`config.mk`:
```
export PLATFORM = sky130hd
export DESIGN_NAME = video_timing_gen
export DESIGN_NICKNAME = d
export VERILOG_FILES = /design/src/rtl/video_timing_gen.sv
export SDC_FILE = /design/constraint.sdc
export NUM_CORES = 1
export LEC_CHECK = 0
export BUFFER_PORTS_ARGS = -buffer_cell sky130_fd_sc_hd__clkbuf_2
export CORE_ASPECT_RATIO = 1.25
export CORE_UTILIZATION = 60
export CTS_BUF_LIST = sky130_fd_sc_hd__clkbuf_4 sky130_fd_sc_hd__clkbuf_8
export DETAILED_ROUTE_END_ITERATION = 7
export PLACE_DENSITY_LB_ADDON = 0.12
export SETUP_SLACK_MARGIN = 0.05
export SLEW_MARGIN = 30
export SYNTH_ARGS = -nofsm -noshare
export SYNTH_HDL_FRONTEND = slang
export SYNTH_SLANG_ARGS = --single-unit
```
`constraint.sdc`:
```
create_clock -name i_clk -period 4.5 [get_ports i_clk]
set_input_delay 1.125 -clock i_clk [delete_from_list [all_inputs] [get_ports i_clk]]
set_output_delay 1.125 -clock i_clk [all_outputs]
set_load 0.005 [all_outputs]
```
`src/rtl/video_timing_gen.sv`:
```
// Parametrised raster timing generator with strobe-gated h/v counters,
// registered sync/DE/coordinates, line/frame strobes and line prefetch.
module video_timing_gen #(
  parameter int H_ACTIVE = 640,
  parameter int H_FP     = 16,
  parameter int H_SYNC   = 96,
  parameter int H_BP     = 48,
  parameter int V_ACTIVE = 480,
  parameter int V_FP     = 10,
  parameter int V_SYNC   = 2,
  parameter int V_BP     = 33,
  parameter bit HS_POL   = 1'b0,
  parameter bit VS_POL   = 1'b0,
  parameter int PREFETCH = 8,
  parameter int CW       = 10,
  parameter int FCW      = 8
) (
  input  logic           i_clk,
  input  logic           i_rst,
  input  logic           i_pix_stb,
  input  logic           i_resync,
  output logic           o_hs,
  output logic           o_vs,
  output logic           o_de,
  output logic [CW-1:0]  o_x,
  output logic [CW-1:0]  o_y,
  output logic           o_line_start,
  output logic           o_frame_start,
  output logic           o_prefetch,
  output logic [CW-1:0]  o_prefetch_y,
  output logic [FCW-1:0] o_frame_cnt
);

  localparam int H_TOTAL = H_ACTIVE + H_FP + H_SYNC + H_BP;
  localparam int V_TOTAL = V_ACTIVE + V_FP + V_SYNC + V_BP;

  localparam logic [CW-1:0] H_ACT  = CW'(H_ACTIVE);
  localparam logic [CW-1:0] HS_BEG = CW'(H_ACTIVE + H_FP);
  localparam logic [CW-1:0] HS_END = CW'(H_ACTIVE + H_FP + H_SYNC);
  localparam logic [CW-1:0] H_LAST = CW'(H_TOTAL - 1);
  localparam logic [CW-1:0] PF_H   = CW'(H_TOTAL - PREFETCH);
  localparam logic [CW-1:0] V_ACT  = CW'(V_ACTIVE);
  localparam logic [CW-1:0] V_AM1  = CW'(V_ACTIVE - 1);
  localparam logic [CW-1:0] VS_BEG = CW'(V_ACTIVE + V_FP);
  localparam logic [CW-1:0] VS_END = CW'(V_ACTIVE + V_FP + V_SYNC);
  localparam logic [CW-1:0] V_LAST = CW'(V_TOTAL - 1);

  logic [CW-1:0] h, v;
  logic [CW-1:0] hd, vd;
  logic [CW-1:0] h_nxt, v_nxt;
  logic          hs_on, vs_on, de_n;
  logic          ls_n, fs_n, pf_n;
  logic          h_end, v_end;

  // Resync makes this strobe behave as if the raster were at (0,0).
  always_comb begin
    hd    = i_resync ? '0 : h;
    vd    = i_resync ? '0 : v;
    h_end = (hd == H_LAST);
    v_end = (vd == V_LAST);
    hs_on = (hd >= HS_BEG) && (hd < HS_END);
    vs_on = (vd >= VS_BEG) && (vd < VS_END);
    de_n  = (hd < H_ACT) && (vd < V_ACT);
    ls_n  = (hd == '0);
    fs_n  = ls_n && (vd == '0);
    pf_n  = (hd == PF_H) && (v_end || (vd < V_AM1));
    h_nxt = h_end ? '0 : hd + 1'b1;
    v_nxt = vd;
    if (h_end)
      v_nxt = v_end ? '0 : vd + 1'b1;
  end

  always_ff @(posedge i_clk or posedge i_rst) begin
    if (i_rst) begin
      h             <= '0;
      v             <= '0;
      o_hs          <= ~HS_POL;
      o_vs          <= ~VS_POL;
      o_de          <= 1'b0;
      o_x           <= '0;
      o_y           <= '0;
      o_line_start  <= 1'b0;
      o_frame_start <= 1'b0;
      o_prefetch    <= 1'b0;
      o_prefetch_y  <= '0;
      o_frame_cnt   <= '0;
    end else begin
      o_line_start  <= 1'b0;
      o_frame_start <= 1'b0;
      o_prefetch    <= 1'b0;
      if (i_pix_stb) begin
        h             <= h_nxt;
        v             <= v_nxt;
        o_hs          <= hs_on ? HS_POL : ~HS_POL;
        o_vs          <= vs_on ? VS_POL : ~VS_POL;
        o_de          <= de_n;
        o_x           <= de_n ? hd : '0;
        o_y           <= (vd < V_ACT) ? vd : V_AM1;
        o_line_start  <= ls_n;
        o_frame_start <= fs_n;
        o_prefetch    <= pf_n;
        if (pf_n)
          o_prefetch_y <= v_end ? '0 : vd + 1'b1;
        if (fs_n)
          o_frame_cnt <= o_frame_cnt + 1'b1;
      end
    end
  end

endmodule

```
==> results of run 1 <==
stage by stage:
step,hold WS (ns),utilization [%]
final,0.481,73.8
after global routing,0.513,73.8
after CTS,0.488,73.8
after detailed placement,0.477,69.5
after global placement,0.461,69.5
after floorplan,0.468,-
cell type report:
| type | instances | area (um2) |
|---|---|---|
| multi-input combinational | 213 | 1380 |
| sequential | 64 | 1600 |
| clock inverter | 3 | 40.0 |
| fill | 360 | 1270 |
| inverter | 13 | 51.3 |
| timing repair buffer | 49 | 250 |
| clock buffer | 13 | 166 |
| tap | 60 | 75.1 |
flip-flops by register name (all words and copies together), names as in the netlist:
register / count
o_frame_start: 1
o_prefetch: 1
o_prefetch_y: 10
o_de: 1
o_line_start: 1
v: 10
o_vs: 1
o_hs: 1
o_x: 10
h: 10
o_y: 10
o_frame_cnt: 8
report_power, final:
part | total (W) | switching [W] | internal, W
sequential | 0.000659 | 0.0000431 | 0.000616
clock | 0.000511 | 0.000215 | 0.000297
combinational | 0.000150 | 0.0000808 | 0.0000690
total | 0.00132 | 0.000339 | 0.000982
synth_stat cells, types with 3 or more instances:
| library cell | instances | area share, % |
|---|---|---|
| nand2_1 | 36 | 4.4 |
| o2bb2ai_1 | 5 | 1.4 |
| mux2_2 | 10 | 3.6 |
| nand2b_1 | 3 | 0.61 |
| a32o_1 | 3 | 0.97 |
| ha_1 | 5 | 2.0 |
| clkbuf_1 | 16 | 1.9 |
| nor3_1 | 10 | 1.6 |
| xor2_1 | 4 | 1.1 |
| o31ai_1 | 3 | 0.73 |
| a21oi_1 | 8 | 1.3 |
| nand4_1 | 6 | 1.2 |
| a22o_1 | 12 | 3.4 |
| inv_1 | 13 | 1.6 |
| dfrtp_1 | 62 | 50 |
| xnor2_1 | 10 | 2.8 |
| a31oi_1 | 4 | 0.81 |
| nor2_1 | 22 | 2.7 |
| nand3_1 | 10 | 1.6 |
| o211ai_1 | 4 | 0.97 |
| nor2b_1 | 7 | 1.4 |
| o21ai_0 | 15 | 2.4 |
| nor4_1 | 6 | 1.2 |
| and3_1 | 5 | 1.0 |
path summary, 6_finish.rpt:
check / start / end / slack (ns) / cells after the start
max: i_resync / o_prefetch_y[5] / 1.38 / 10
max reg2reg: v[5] / o_prefetch_y[5] / 2.12 / 5
max in group asynchronous: i_rst / o_x[1] / 3.03 / 3
min: o_frame_cnt[7] / o_frame_cnt[7] / 0.48 / 1
min reg2reg: o_frame_cnt[7] / o_frame_cnt[7] / 0.48 / 1
min in group asynchronous: i_rst / o_line_start / 0.86 / 2
critical path: cells and delay by family:
family	cells	cell delay, ns
AOI/OAI and AO/OA	2	0.54
adders and majority gates	1	0.19
buffers and inverters	3	0.56
muxes	1	0.38
and+or+nand+nor	3	0.54
metal layers:
metal  global-route usage (%)  up-vias
li1                         -     1177
met5                        0        -
met4                     18.1        0
met1                     36.2     1222
met3                     5.36       19
met2                     43.3      111
cells by family (layout without fill, tap and decap cells):
group | count (synthesis) | after routing
AND/OR/NAND/NOR | 117 | 117
AO/OA/AOI/OAI | 65 | 65
flip-flops | 64 | 64
buffers and inverters | 30 | 78
XOR/XNOR | 14 | 14
multiplexers | 12 | 12
adder cells (fa/ha/maj) | 5 | 5
==> out/metrics.csv, run 1 <==
stage;metric;value;unit
clock_tree;CTS tree;done;
clock_tree;CTS Buf Count;9;
sta;Rel. slew slack;45.0;%
worst_setup_path;Data arrival, critical path;3.36;ns
worst_setup_path;crit path max fanout;13;
power_and_ir_drop;static leakage;1.72;nW
sta;Final Max Tran Viols;0;
grt;global route total overflow;0;
power_and_ir_drop;Max VDD drop;0.219;mV
drt;Iteration-0 DRC Markers;182;
worst_setup_path;max incr delay on CP;0.41;ns
finish;most frequent cells in the layout;62 x dfrtp_1, 47 x clkbuf_2, 36 x nand2_1;
grt;first-pass GRT wire length;10.9;mm
status;status;complete, no violations;
drt;vias;2529;
drt;met3 wire len;424;um
finish;layout cells sized above 1;23.4;%
drt;mean number of vias per cell;6.09;
worst_setup_path;Setup Crit Path Kind;input pin to register;
finish;commonest non-fill, non-tap cell in the layout;dfrtp_1;
job;max_cap viols;0;
synthesis;yosys warns;0;
drt;first-pass detailed-route iteration total;5;
place;IO buf count;47;
min_path;worst min path class;register to register;
floorplanning;# rows;28;
worst_setup_path;crit-path most repeated cell;inv_1;
sta;Max Freq;320;MHz
clock_tree;H-tree Lvls;3;
grt;vias in the first global route;2290;
sta;worst setup margin;1.38;ns
clock_tree;clk slew on worst S/H paths;0.07;ns
synthesis;mux contribution to synthesized area;4.28;%
grt;GRT Overall Usage;28.1;%
synthesis;sequential area share after synthesis;51.8;%
sta;Setup Viol. Count Final;0;
synthesis;number of flops mapped to enable cells by yosys;0;
finish;Area Overhead vs Synth;15.2;%
clock_tree;CTS Buffer Depth;2;
power_and_ir_drop;Tot Pwr;0.00132;W
drt;DRC violations left;0;
synthesis;simple-gate area share of the yosys netlist;19.0;%
worst_setup_path;slowest CP cell;o21ai_2;
clock_tree;cts hold-fix bufs;0;
synthesis;prevailing post-synth register cell;dfrtp_1;
sta;RSZ-0062 raised after global routing;no;
place;routability cong.;1.02;
worst_setup_path;Critical Path RT;4.74;ns
synthesis;Syn Inst Count;307;
sta;fin crit period;3.12;ns
place;post-DP HPWL;4.71;mm
sta;Least-Margin Pin Slew;0.819;ns
synthesis;post-synthesis adder-cell area fraction;2.02;%
clock_tree;setup bufs post-CTS;0;
worst_setup_path;startpoint types;input pin;
floorplanning;Initial Util;64.1;%
finish;Final Net Count;359;
worst_setup_path;Critical Path, Cell by Cell;clkbuf_2 -> inv_1 -> nand2_1 -> inv_1 -> ha_1 -> nand3_1 -> nor2_1 -> a21oi_1 -> o21ai_2 -> mux2_2;
clock_tree;clock sink total;64;
finish;ANT cells;0;
grt;initial antenna violation count;0;
clock_tree;Root Buffer;clkbuf_8;
power_and_ir_drop;pwr/cell area;370;mW/mm2
floorplanning;die height;82.3;um
place;Setup WS pre-CTS;1.07;ns
sta;final worst-path cycle share;69.4;%
synthesis;Post-Syn Nets;316;
clock_tree;Post-CTS Resized;0;
synthesis;Yosys reg bits;64;
sta;Setup Skew;0.00796;ns
finish;final non-filler cell area;0.00357;mm2
drt;WL met1;2.98;mm
place;Post-DP Area;0.00336;mm2
drt;met2 routed wirelength;3.30;mm
synthesis;main combinational cell family by area after synthesis;simple AND/OR/NAND/NOR gates;
grt;largest net degree at the start of global routing;55;
drt;drt total wl;6.90;mm
place;dpl cells;399;
drt;Wirelength per Cell;16.6;um
floorplanning;die area;0.00545;mm2
synthesis;Netlist cell types;44;
drt;remaining antenna violation count;0;
worst_setup_path;Crit. End Element;register;
floorplanning;Ports;48;
drt;uppermost layer routed;met4;
synthesis;syn avg cell area;10.1;um2
clock_tree;clock latency on the worst-skew pair;0.36;ns
synthesis;Mapped Area;0.00310;mm2
synthesis;Synth async-reset ratio;100;%
synthesis;Synth Area in XOR/XNOR;3.96;%
finish;final cell count without fillers;415;
sta;final hold vios;0;
floorplanning;DIE WIDTH;66.3;um
synthesis;Compound-Gate Fraction of Synth Area;15.3;%
sta;TNS Setup;0;ns
floorplanning;core area;0.00483;mm2
Power figures use the tool's default switching activity.
==> run 2, diff against run 1 <==
--- a/config.mk
+++ b/config.mk
@@ -5,9 +5,10 @@
 export SDC_FILE = /design/constraint.sdc
 export NUM_CORES = 1
 export LEC_CHECK = 0
+export ABC_AREA = 1
 export BUFFER_PORTS_ARGS = -buffer_cell sky130_fd_sc_hd__clkbuf_2
 export CORE_ASPECT_RATIO = 1.25
-export CORE_UTILIZATION = 60
+export CORE_UTILIZATION = 54
 export CTS_BUF_LIST = sky130_fd_sc_hd__clkbuf_4 sky130_fd_sc_hd__clkbuf_8
 export DETAILED_ROUTE_END_ITERATION = 7
 export PLACE_DENSITY_LB_ADDON = 0.12
==> constraint.sdc (replaced) <==
create_clock -name i_clk -period 2.75 [get_ports i_clk]
set_input_delay 0.6875 -clock i_clk [delete_from_list [all_inputs] [get_ports i_clk]]
set_output_delay 0.6875 -clock i_clk [all_outputs]
set_load 0.005 [all_outputs]
==> out/metrics.csv, run 2 <==
stage;metric;value;unit
status;status;complete, no violations;
synthesis;Post-Syn Nets;451;
floorplanning;die height;90.3;um
synthesis;sequential area share after synthesis;47.6;%
worst_setup_path;Crit. End Element;register;
synthesis;number of flops mapped to enable cells by yosys;0;
worst_setup_path;Setup Crit Path Kind;input pin to register;
sta;final worst-path cycle share;81.9;%
synthesis;Yosys reg bits;64;
finish;most frequent cells in the layout;135 x nand2_1, 62 x dfrtp_1, 52 x nand3_1;
synthesis;count leader, synth;nand2_1;
synthesis;Mapped Area;0.00337;mm2
clock_tree;Post-CTS Resized;0;
drt;Iteration-0 DRC Markers;162;
place;routability cong.;0.966;
synthesis;commonest cells in the netlist;135 x nand2_1, 62 x dfrtp_1, 52 x nand3_1;
floorplanning;# rows;31;
power_and_ir_drop;logic gate share of total power;11.4;%
clock_tree;H-tree Lvls;3;
finish;Final Net Count;513;
sta;Least-Margin Pin Slew;0.429;ns
floorplanning;core area;0.00590;mm2
power_and_ir_drop;Flop pwr share;47.5;%
power_and_ir_drop;sw power;0.000577;W
floorplanning;Ports;48;
sta;RSZ-0062 raised after global routing;no;
grt;GRT Overall Usage;27.5;%
synthesis;syn avg cell area;7.63;um2
grt;global route total overflow;0;
sta;Setup Skew;0.0118;ns
finish;commonest non-fill, non-tap cell in the layout;nand2_1;
drt;vias;3129;
sta;TNS Setup;0;ns
place;post-DP HPWL;6.16;mm
clock_tree;clk slew on worst S/H paths;0.07;ns
drt;remaining antenna violation count;0;
worst_setup_path;startpoint types;input pin;
clock_tree;CTS tree;done;
grt;largest net degree at the start of global routing;25;
floorplanning;Initial Util;57.2;%
synthesis;yosys warns;0;
clock_tree;clock sink total;64;
synthesis;share of the synthesized area in the top cell type;46.0;%
clock_tree;Root Buffer;clkbuf_8;
drt;mean number of vias per cell;5.29;
sta;final hold vios;0;
synthesis;Synth async-reset ratio;100;%
worst_setup_path;Data arrival, critical path;2.48;ns
floorplanning;DIE WIDTH;72.7;um
worst_setup_path;register-to-register setup slack;0.63;ns
sta;Max Freq;444;MHz
power_and_ir_drop;static leakage;2.10;nW
clock_tree;cts hold-fix bufs;0;
finish;final core occ;67.5;%
worst_setup_path;max incr delay on CP;0.31;ns
clock_tree;CTS Buf Count;9;
power_and_ir_drop;Int Pwr;0.00164;W
worst_setup_path;crit path max fanout;8;
sta;Final Max Tran Viols;0;
finish;Area Overhead vs Synth;18.0;%
grt;first-pass GRT wire length;13.9;mm
worst_setup_path;Reg-to-Reg End;v[4];
synthesis;Syn Inst Count;442;
clock_tree;CTS Buffer Depth;2;
grt;vias in the first global route;3000;
drt;Wirelength per Cell;13.9;um
worst_setup_path;worst r2r path cells;10;
worst_setup_path;Critical Path, Cell by Cell;clkbuf_2 -> nor2_1 -> ha_1 -> nand3_1 -> nor2_1 -> nand3_2 -> nand2_1 -> inv_2 -> nand2_1 -> nand3_1;
synthesis;Synth area leader;dfrtp_1;
synthesis;Synth area leaders;dfrtp_1 46%, nand2_1 15%, nand3_1 7.7%;
power_and_ir_drop;switch share;26.0;%
power_and_ir_drop;pwr/cell area;557;mW/mm2
min_path;worst min path class;input pin to asynchronous set/reset pin;
sta;fin crit period;2.25;ns
clock_tree;clock latency on the worst-skew pair;0.36;ns
worst_setup_path;Critical Path RT;2.98;ns
power_and_ir_drop;clock share of power;41.1;%
floorplanning;die area;0.00656;mm2
grt;initial antenna violation count;0;
synthesis;Netlist cell types;34;
finish;layout cells sized above 1;18.7;%
power_and_ir_drop;Max VDD drop;0.511;mV
place;IO buf count;47;
synthesis;prevailing post-synth register cell;dfrtp_1;
drt;DRC violations left;0;
clock_tree;setup bufs post-CTS;0;
job;max_cap viols;0;
worst_setup_path;slowest CP cell;nor2_1;
worst_setup_path;Crit Reg-Reg Startpoint;h[0];
finish;ANT cells;0;
sta;Setup Viol. Count Final;0;
sta;Rel. slew slack;71.3;%
drt;first-pass detailed-route iteration total;4;
drt;drt total wl;8.20;mm
[run 2: cell types whose count changed after synthesis, sizes merged, moves of 12 or more]
cell and delta:
inv +39, nand2 +104, clkbuf -12, a22o -12
nand3 +43, nor2 +31
[run 2: final cells by class]
cell class                 instances  area (um2)
clock inverter                     5        80.1
inverter                          53         199
timing repair buffer              59         325
multi-input combinational        317        1520
sequential                        64        1600
tap                               82         103
clock buffer                      11         145
fill                             542        1920
[run 2: logic make-up after synthesis]
family | share of synthesized area (%)
flops | 47.6
buf+inv | 7.27
compound gates | 6.68
fa+ha+maj | 1.86
xor+xnor | 2.60
simple gates | 34.0
[run 2: metrics by stage]
step                      setup slack (ns)  cells  power [W]  hold WS, ns  cell area, um2
after floorplan                      0.448    442    0.00122        0.449            3370
after global placement               0.189    575    0.00132        0.458            3750
after detailed placement             0.127    575    0.00133        0.463            3750
after CTS                            0.505    591    0.00224        0.310            3980
after global routing                 0.281    591    0.00230        0.359            3980
final                                0.499    591    0.00222        0.301            3980
[run 2: metal layers]
layer  global-route usage (%)  part of all wire [%]  up-vias
met4                     14.5                   2.4        0
met2                     44.2                    48      106
met1                     35.6                    44     1459
li1                         -                     -     1544
met3                     3.79                   5.0       20
met5                        0                     0        -
[run 2: how the worst max path moves through the flow]
stage               startpoint   end  slack [ns]  cells after the start
floorplan             i_resync  h[8]        0.45                     10
global placement      i_resync  h[1]        0.19                     10
detailed placement    i_resync  h[1]        0.13                     10
CTS                   i_resync  h[1]        0.51                     10
global route          i_resync  v[4]        0.28                     10
finish                i_resync  v[4]        0.50                     10
[run 2: power by group through the flow]
stage / Clock [W] / Sequential, W / Combinational, W
after floorplan: 0 / 0.00107 / 0.000158
after global placement: 0 / 0.00107 / 0.000252
after detailed placement: 0 / 0.00107 / 0.000257
after CTS: 0.000931 / 0.00105 / 0.000258
after global routing: 0.000956 / 0.00106 / 0.000288
final: 0.000911 / 0.00105 / 0.000254
[run 2: worst max-delay path, delay by kind of cell]
family	cells	cell delay [ns]
fa+ha+maj	1	0.26
simple gates	7	1.25
buf+inv	2	0.29
==> run 3, diff against run 2 <==
==> constraint.sdc (replaced) <==
create_clock -name i_clk -period 1.8 [get_ports i_clk]
set_input_delay 0.45 -clock i_clk [delete_from_list [all_inputs] [get_ports i_clk]]
set_output_delay 0.45 -clock i_clk [all_outputs]
set_load 0.005 [all_outputs]
==> out/metrics.csv, run 3 (synthesis results as in run 2) <==
stage;metric;value;unit
floorplanning;core area;0.00590;mm2
drt;remaining antenna violation count;0;
worst_setup_path;Critical Path, Cell by Cell;inv_2 -> nor2_4 -> inv_1 -> ha_1 -> inv_1 -> nor2_2 -> nand3_1 -> nor2_4 -> buf_4 -> nand3_1 -> nand2_1;
sta;final hold vios;0;
clock_tree;clk slew on worst S/H paths;0.07;ns
worst_setup_path;crit path max fanout;4;
sta;Rel. slew slack;77.9;%
drt;DRC violations left;0;
sta;Least-Margin Pin Slew;0.332;ns
power_and_ir_drop;Max VDD drop;0.584;mV
worst_setup_path;critical path buffer and inverter count;4;
min_path;worst min path class;input pin to asynchronous set/reset pin;
floorplanning;die area;0.00656;mm2
floorplanning;Initial Util;57.2;%
worst_setup_path;kind of cell adding the most delay to the critical path;simple AND/OR/NAND/NOR gates;
sta;Setup Viol. Count Final;0;
place;Setup WS pre-CTS;-0.194;ns
sta;RSZ-0062 raised after global routing;yes;
worst_setup_path;Setup Crit Path Kind;register to register;
status;status;complete, no violations;
job;max_cap viols;0;
sta;final worst-path cycle share;90.6;%
worst_setup_path;Critical Path RT;2.08;ns
finish;fillers;460;
power_and_ir_drop;pwr/cell area;770;mW/mm2
drt;Iteration-0 DRC Markers;217;
floorplanning;# rows;31;
power_and_ir_drop;static leakage;2.35;nW
drt;drt total wl;9.06;mm
clock_tree;CTS tree;done;
finish;final non-filler cell area;0.00449;mm2
finish;final core occ;76.2;%
clock_tree;Root Buffer;clkbuf_8;
finish;layout cells sized above 1;28.8;%
place;post-DP HPWL;6.76;mm
clock_tree;CTS Buf Count;9;
worst_setup_path;max incr delay on CP;0.39;ns
sta;TNS Setup;0;ns
place;routability cong.;0.945;
place;Post-DP Area;0.00425;mm2
finish;Final Net Count;566;
sta;worst setup margin;0.170;ns
worst_setup_path;Crit. End Element;register;
floorplanning;die height;90.3;um
sta;Final Max Tran Viols;0;
clock_tree;setup bufs post-CTS;0;
grt;global route total overflow;0;
grt;initial antenna violation count;0;
floorplanning;Ports;48;
clock_tree;Post-CTS Resized;0;
drt;first-pass detailed-route iteration total;4;
worst_setup_path;Data arrival, critical path;1.91;ns
drt;mean number of vias per cell;5.22;
finish;ANT cells;0;
worst_setup_path;startpoint types;register;
floorplanning;DIE WIDTH;72.7;um
clock_tree;clock sink total;64;
worst_setup_path;Crit Reg-Reg Startpoint;h[1];
clock_tree;cts hold-fix bufs;0;
worst_setup_path;worst setup path startpoint;h[1];
place;IO buf count;47;
clock_tree;CTS Buffer Depth;2;
sta;fin crit period;1.63;ns
drt;Wirelength per Cell;14.1;um
clock_tree;clock latency on the worst-skew pair;0.35;ns
finish;commonest non-fill, non-tap cell in the layout;nand2_1;
finish;Area Overhead vs Synth;33.3;%
grt;vias in the first global route;3369;
grt;GRT Overall Usage;30.9;%
finish;most frequent cells in the layout;134 x nand2_1, 62 x dfrtp_1, 62 x buf_4;
sta;Setup Skew;0.0123;ns
worst_setup_path;slowest CP cell;dfrtp_1;
clock_tree;H-tree Lvls;3;
grt;first-pass GRT wire length;15.6;mm
drt;vias;3359;
sta;Max Freq;613;MHz
grt;largest net degree at the start of global routing;65;
[run 3: cell types whose count changed in the layout (fill, tap and decap cells not counted), sizes merged]
cell | before | now
buf | 12 | 65
clkinvlp | 2 | 3
inv | 52 | 51
[run 3: layout make-up]
cell class | count | area, um2 | share of cell area (%)
Timing Repair Buffer | 112 | 752 | 16.7
Inverter | 53 | 203 | 4.51
Clock inverter | 5 | 80.1 | 1.78
Multi-Input combinational cell | 317 | 1610 | 35.8
Clock buffer | 11 | 145 | 3.23
Tap cell | 82 | 103 | 2.28
Sequential cell | 64 | 1600 | 35.7
[run 3: final timing paths]
check	cells past startpoint	to	slack, ns
setup / recovery	11	o_frame_cnt[2]	0.17
hold / removal	3	v[3]	0.16
setup reg to reg	11	o_frame_cnt[2]	0.17
hold reg to reg	2	o_prefetch_y[5]	0.48
max in group asynchronous	3	o_hs	1.32
min in group i_clk	2	o_prefetch_y[5]	0.48
[run 3: worst min-delay path, delay by kind of cell]
| kind | cells | cell delay, ns |
|---|---|---|
| buffers and inverters | 3 | 0.46 |
[run 3: power breakdown]
part           leakage, nW  total, W  switching [W]  internal, W
registers            0.853   0.00161      0.0000826      0.00152
clock network        0.109   0.00140       0.000565     0.000830
logic                 1.39  0.000458       0.000264     0.000193
[run 3: layer usage]
metal | share of wire (%) | wire (um) | global-route usage (%) | up-vias
li1 | - | - | - | 1654
met3 | 4.0 | 366 | 6.47 | 29
met5 | 0 | 0 | 0 | -
met2 | 52 | 4710 | 52.6 | 88
met4 | 3.5 | 315 | 15.7 | 0
met1 | 40 | 3670 | 36.1 | 1588
[run 3: stage by stage]
step	cells	total power [W]	hold slack, ns
detailed placement	628	0.00209	0.462
CTS	644	0.00348	0.177
global route	644	0.00362	0.209
floorplan	442	0.00188	0.449
global placement	628	0.00208	0.454
finish	644	0.00346	0.161
